File: src/rtl/snapshot_ctrl.sv
// Triggered capture of a sample stream into a block RAM write port.
// Define SNAPSHOT_TIMESTAMP_EN to latch a free-running cycle count at trigger.
module snapshot_ctrl #(
  parameter int SAMPLE_WIDTH = 32,
  parameter int ADDR_WIDTH   = 10
) (
  input  logic                    axi_clock,
  input  logic                    rst,
  input  logic [31:0]             config_snapshot,
  input  logic [31:0]             offset_snapshot,
  input  logic [SAMPLE_WIDTH-1:0] din,
  input  logic                    din_valid,
  input  logic                    ext_trig,
  output logic                    bram_we,
  output logic [ADDR_WIDTH-1:0]   bram_addr,
  output logic [SAMPLE_WIDTH-1:0] bram_din,
  output logic                    busy,
  output logic                    done,
  output logic [31:0]             trig_timestamp
);

  typedef enum logic [2:0] {
    S_IDLE,
    S_WAIT,
    S_DELAY,
    S_CAP,
    S_DONE
  } state_t;

  localparam logic [31:0] MAX_IDX =
    32'((64'd1 << ADDR_WIDTH) - 64'd1);

  state_t                state_q;
  state_t                state_d;
  logic                  armed;
  logic                  arm_prev;
  logic                  hist_ok;
  logic                  arm_start;
  logic                  trig_take;
  logic                  cap_beat;
  logic [ADDR_WIDTH-1:0] last_q;
  logic [ADDR_WIDTH-1:0] wr_cnt;
  logic [31:0]           offset_q;
  logic [31:0]           dly_cnt;
  logic [31:0]           off_eff;
  logic [31:0]           len_field;
  logic [31:0]           len_clamp;

  assign armed = config_snapshot[0];

  // hist_ok masks the first cycle out of reset so a held level is not an edge
  assign arm_start = armed & ~arm_prev & hist_ok;

  assign len_field = {16'd0, config_snapshot[31:16]};
  assign len_clamp = (len_field > MAX_IDX) ? MAX_IDX : len_field;

  assign off_eff = (state_q == S_IDLE) ? offset_snapshot : offset_q;

  assign busy = (state_q == S_WAIT) | (state_q == S_DELAY) |
                (state_q == S_CAP);
  assign done = (state_q == S_DONE);

  always_comb begin
    state_d   = state_q;
    trig_take = 1'b0;
    cap_beat  = 1'b0;
    unique case (state_q)
      S_IDLE: begin
        if (arm_start) begin
          if (config_snapshot[1]) state_d = S_WAIT;
          else                    trig_take = 1'b1;
        end
      end
      S_WAIT: begin
        if (!armed)        state_d = S_IDLE;
        else if (ext_trig) trig_take = 1'b1;
      end
      S_DELAY: begin
        if (!armed) state_d = S_IDLE;
        else if (din_valid && dly_cnt == offset_q - 32'd1)
          state_d = S_CAP;
      end
      S_CAP: begin
        if (!armed) state_d = S_IDLE;
        else if (din_valid) begin
          cap_beat = 1'b1;
          if (wr_cnt == last_q) state_d = S_DONE;
        end
      end
      S_DONE: begin
        if (!armed) state_d = S_IDLE;
      end
      default: state_d = S_IDLE;
    endcase
    if (trig_take)
      state_d = (off_eff != 32'd0) ? S_DELAY : S_CAP;
  end

  always_ff @(posedge axi_clock) begin
    if (rst) begin
      state_q   <= S_IDLE;
      arm_prev  <= 1'b0;
      hist_ok   <= 1'b0;
      last_q    <= '0;
      offset_q  <= '0;
      dly_cnt   <= '0;
      wr_cnt    <= '0;
      bram_we   <= 1'b0;
      bram_addr <= '0;
      bram_din  <= '0;
    end else begin
      state_q  <= state_d;
      arm_prev <= armed;
      hist_ok  <= 1'b1;
      if (state_q == S_IDLE && arm_start) begin
        last_q   <= len_clamp[ADDR_WIDTH-1:0];
        offset_q <= offset_snapshot;
      end
      if (trig_take)
        dly_cnt <= '0;
      else if (state_q == S_DELAY && din_valid)
        dly_cnt <= dly_cnt + 32'd1;
      if (trig_take)     wr_cnt <= '0;
      else if (cap_beat) wr_cnt <= wr_cnt + 1'b1;
      bram_we <= cap_beat;
      if (cap_beat) begin
        bram_addr <= wr_cnt;
        bram_din  <= din;
      end
    end
  end

`ifdef SNAPSHOT_TIMESTAMP_EN
  logic [31:0] ts_cnt;

  always_ff @(posedge axi_clock) begin
    if (rst) begin
      ts_cnt         <= '0;
      trig_timestamp <= '0;
    end else begin
      ts_cnt <= ts_cnt + 32'd1;
      if (trig_take) trig_timestamp <= ts_cnt;
    end
  end
`else
  assign trig_timestamp = 32'd0;
`endif

endmodule
File: config.mk
export PLATFORM = sky130hd
export DESIGN_NAME = snapshot_ctrl
export DESIGN_NICKNAME = d
export VERILOG_FILES = /design/src/rtl/snapshot_ctrl.sv
export SDC_FILE = /design/constraint.sdc
export NUM_CORES = 1
export LEC_CHECK = 0
export CAP_MARGIN = 15
export CELL_PAD_IN_SITES_DETAIL_PLACEMENT = 0
export CELL_PAD_IN_SITES_GLOBAL_PLACEMENT = 1
export CORE_MARGIN = 3
export CORE_UTILIZATION = 25
export DETAILED_ROUTE_END_ITERATION = 10
export PLACE_DENSITY = 0.69
export SLEW_MARGIN = 20
export SYNTH_ARGS = -nofsm -noshare
export SYNTH_HDL_FRONTEND = slang
export SYNTH_SLANG_ARGS = --single-unit
File: constraint.sdc
create_clock -name axi_clock -period 3 [get_ports axi_clock]
set_input_delay 0.45 -clock axi_clock [delete_from_list [all_inputs] [get_ports axi_clock]]
set_output_delay 0.45 -clock axi_clock [all_outputs]
set_load 0.02 [all_outputs]
==> out/results.txt <==
Outcome: completed
Io pins: 177
WS Path Type: reg -> reg
Max Freq: 333.8 MHz
Synth top area share: 40.45%
CTS tree: built
Synthesized cell area: 0.006533 mm²
Peak supply drop: 0.3784 mV
Unrepaired setup endpoints after global routing: true
Via count: 5977
WHS: 451.9 ps
Initial antenna violation count: 0
Synthesized area per cell: 7.918 µm²
Vias per cell: 4.542
Die Y: 167.6 µm
Seq/Total Area, Yosys: 40.45%
Fin cells: 1316
Worst reg2reg path endpoint: state_q[0]$_SDFFE_PP0P_
Sequential power share: 39.2%
Critical Path RT: 3360 ps
Area post-placement: 0.008320 mm²
Max stage delay on crit path: 550 ps
Synth Instances: 825
Buf/Inv on CP: 1
Initial Util: 25.72%
Clock latency on the worst-skew pair: 410 ps
Int Power: 3.474 mW
Predominant post-synthesis flop cell: dfxtp_1
Crit. path cell count: 9
Die X: 167.6 µm
Setup slack, reg-to-reg: 4 ps
Area delta synth->final: 37.20%
Final Critical Period: 2996 ps
WL/cell: 14.48 µm
Switching share of power: 25.79%
Clock slew at reported path FFs: 60 ps
Post-synth cell types: 60
Nets: 1080
ANT nets after route: 0
DR pass1 iterations: 5
Worst rel slew slack: 58.55%
# rows: 58
Tightest Pin Transition: 617.0 ps
Largest net degree at the start of global routing: 46
Max Root-Sink Buffers: 2
Leading cell types by count after synthesis: nand2_1 (179), dfxtp_1 (132), a21oi_1 (90), nor2_1 (67), xnor2_1 (42)
CP Launch Point: offset_q[16]$_SDFFE_PP0P_
Max-cap violations: 0
Routed WL: 19060 µm
Most common cell in the netlist: nand2_1
First-pass GRT wire length: 30310 µm
# port buffers: 130
GRT Util Overall: 13.22%
Placeable Area: 0.02540 mm²
Post-detail-place hpwl: 14310 µm
Post-route total power: 4.682 mW
Worst setup EP type: register
Leakage: 3.227 nW
Final setup fails: 0
Reg2reg path depth: 9
Hold Crit Class: reg -> reg
DP Cell Count: 1285
Ranking of synthesized cells by area: dfxtp_1 (40%), nand2_1 (10%), a21oi_1 (6.9%)
EDFF count, synth: 0
PD cells: 522.4 mW/mm²
Synth Warn #: 0
Clk pwr share: 42.7%
Ant. Diodes: 0
Number of synthesized register bits: 132
CP max FO: 2
Worst Setup Start Kind: register
Max stage delay cell, worst path: or4_4
Clock root buffer: clkbuf_16
Crit share post-route: 99.87%
Num CTS Buffers: 17
TritonCTS Sinks: 132
Delay-heaviest family, CP: simple AND/OR/NAND/NOR gates
Worst EP arrival: 3360 ps
Skew final: 7.074 ps
DRC viols: 0
RR Startpoint: offset_q[16]$_SDFFE_PP0P_
Grt ovf: 0
Crit-path most repeated cell: or4_4
Placer congestion estimate: 0.8686
Cell taking the most area after synthesis: dfxtp_1
Max Transition Viols Final: 0
Gate power share: 18.0%
Die area: 0.02810 mm²
Design area: 0.008962 mm²
Net Sw Power: 1.208 mW
Starting DRT DRC Count: 249
CP Cell Sequence: or4_4 -> or4_4 -> nor2_4 -> xnor2_1 -> o21ai_1 -> or4_4 -> nor4_4 -> buf_4 -> o211a_1
Async set-or-reset flop fraction in the synthesized netlist: 0%
Htree depth: 4
Vias in the first global route: 5668
Share of layout cells above drive strength 1: 10.85%
Core Util, Final: 35.29%
Final Hold Fails: 0
Setup crit end: state_q[0]$_SDFFE_PP0P_
-- placed cells by master (no fill, tap or decap), drive strengths merged, types with 4 or more instances in the layout --
| master | instances |
|---|---|
| nand2 | 179 |
| dfxtp | 132 |
| clkdlybuf4s50 | 129 |
| a21oi | 90 |
| nor2 | 68 |
| buf | 49 |
| xnor2 | 42 |
| xor2 | 39 |
| conb | 32 |
| nand3 | 26 |
| clkbuf | 23 |
| nand4 | 17 |
| o21ai | 16 |
| nor4 | 16 |
| or3 | 15 |
| nor3 | 12 |
| and3 | 12 |
| inv | 10 |
| o221a | 10 |
| or4 | 6 |
| mux2i | 5 |
| nor3b | 4 |
| and4 | 4 |
-- power groups by stage --
| stage | combinational (mW) | clock (mW) | sequential, mW |
|---|---|---|---|
| after CTS | 0.811 | 2.05 | 1.84 |
| after floorplan | 0.485 | 0 | 1.87 |
| final | 0.844 | 2.00 | 1.84 |
| after global placement | 0.792 | 0 | 1.87 |
| after global routing | 0.918 | 2.12 | 1.84 |
| after detailed placement | 0.791 | 0 | 1.87 |
-- area by class of cell --
cell class                      count  area [µm²]
Inverter                           10       37.54
Multi-Input combinational cell    638        3632
Sequential cell                   132        2643
Tap cell                          330       412.9
Timing Repair Buffer              178        1682
Fill cell                        2675       16440
Clock inverter                      5       77.57
Clock buffer                       23       478.0
-- metrics by stage --
stage          setup TNS, ps  setup slack (ps)
2_1_floorplan              0             162.4
3_3_place_gp          -109.9            -109.9
3_5_place_dp          -180.2            -180.2
4_1_cts               -48.44            -48.44
5_1_grt               -108.2            -108.2
6_report                   0             3.861
-- worst min-delay path, delay by kind of cell (launching register included) --
family,cells,cell delay [ps]
AO/OA/AOI/OAI,1,50
flip-flops,1,300
AND/OR/NAND/NOR,1,50
-- cell families (layout without fill, tap and decap cells) --
group                    Yosys count  count (layout)  synth area share [%]
buffers and inverters             86             216                 6.799
AND/OR/NAND/NOR                  375             375                 27.27
adder cells (fa/ha/maj)            4               4                0.7279
XOR/XNOR                          81              81                 10.86
flip-flops                       132             132                 40.45
AO/OA/AOI/OAI                    141             141                 13.06
multiplexers                       5               5                0.7662
other                              1              32               0.05741
-- per-layer routing --
| metal | wire length, µm | GRT usage, % | vias to the layer above |
|---|---|---|---|
| met1 | 8449 | 16.09 | 2758 |
| met5 | 0 | 0 | - |
| li1 | - | - | 3072 |
| met4 | 376 | 4.127 | 0 |
| met3 | 864 | 3.305 | 24 |
| met2 | 9366 | 22.97 | 123 |
-- what timing repair did --
action                                  CTS  global route
gates resized for setup                   5             7
setup buffers                             1             2
hold buffers                              0             0
pin swaps                                 5             4
endpoints found under the setup margin    1             1
-- how the worst min path moves through the flow --
| stage | to | start | cells past startpoint | slack, ps |
|---|---|---|---|---|
| finish | bram_din[14]$_SDFFE_PP0P_ | bram_din[14]$_SDFFE_PP0P_ | 2 | 450 |
| global route | bram_din[26]$_SDFFE_PP0P_ | bram_din[26]$_SDFFE_PP0P_ | 2 | 470 |
| CTS | bram_din[14]$_SDFFE_PP0P_ | bram_din[14]$_SDFFE_PP0P_ | 2 | 450 |
| detailed placement | bram_din[14]$_SDFFE_PP0P_ | bram_din[14]$_SDFFE_PP0P_ | 2 | 450 |
| global placement | bram_din[5]$_SDFFE_PP0P_ | bram_din[5]$_SDFFE_PP0P_ | 2 | 440 |
| floorplan | offset_q[23]$_SDFFE_PP0P_ | offset_q[23]$_SDFFE_PP0P_ | 2 | 460 |
-- sequential cells by signal, summed over array words and instances (netlist names) --
| name | cells |
|---|---|
| bram_addr | 10 |
| last_q | 10 |
| dly_cnt | 32 |
| bram_din | 32 |
| bram_we | 1 |
| wr_cnt | 10 |
| offset_q | 32 |
| arm_prev | 1 |
| state_q | 3 |
| hist_ok | 1 |
No activity file was read; power rests on OpenSTA's default activity.
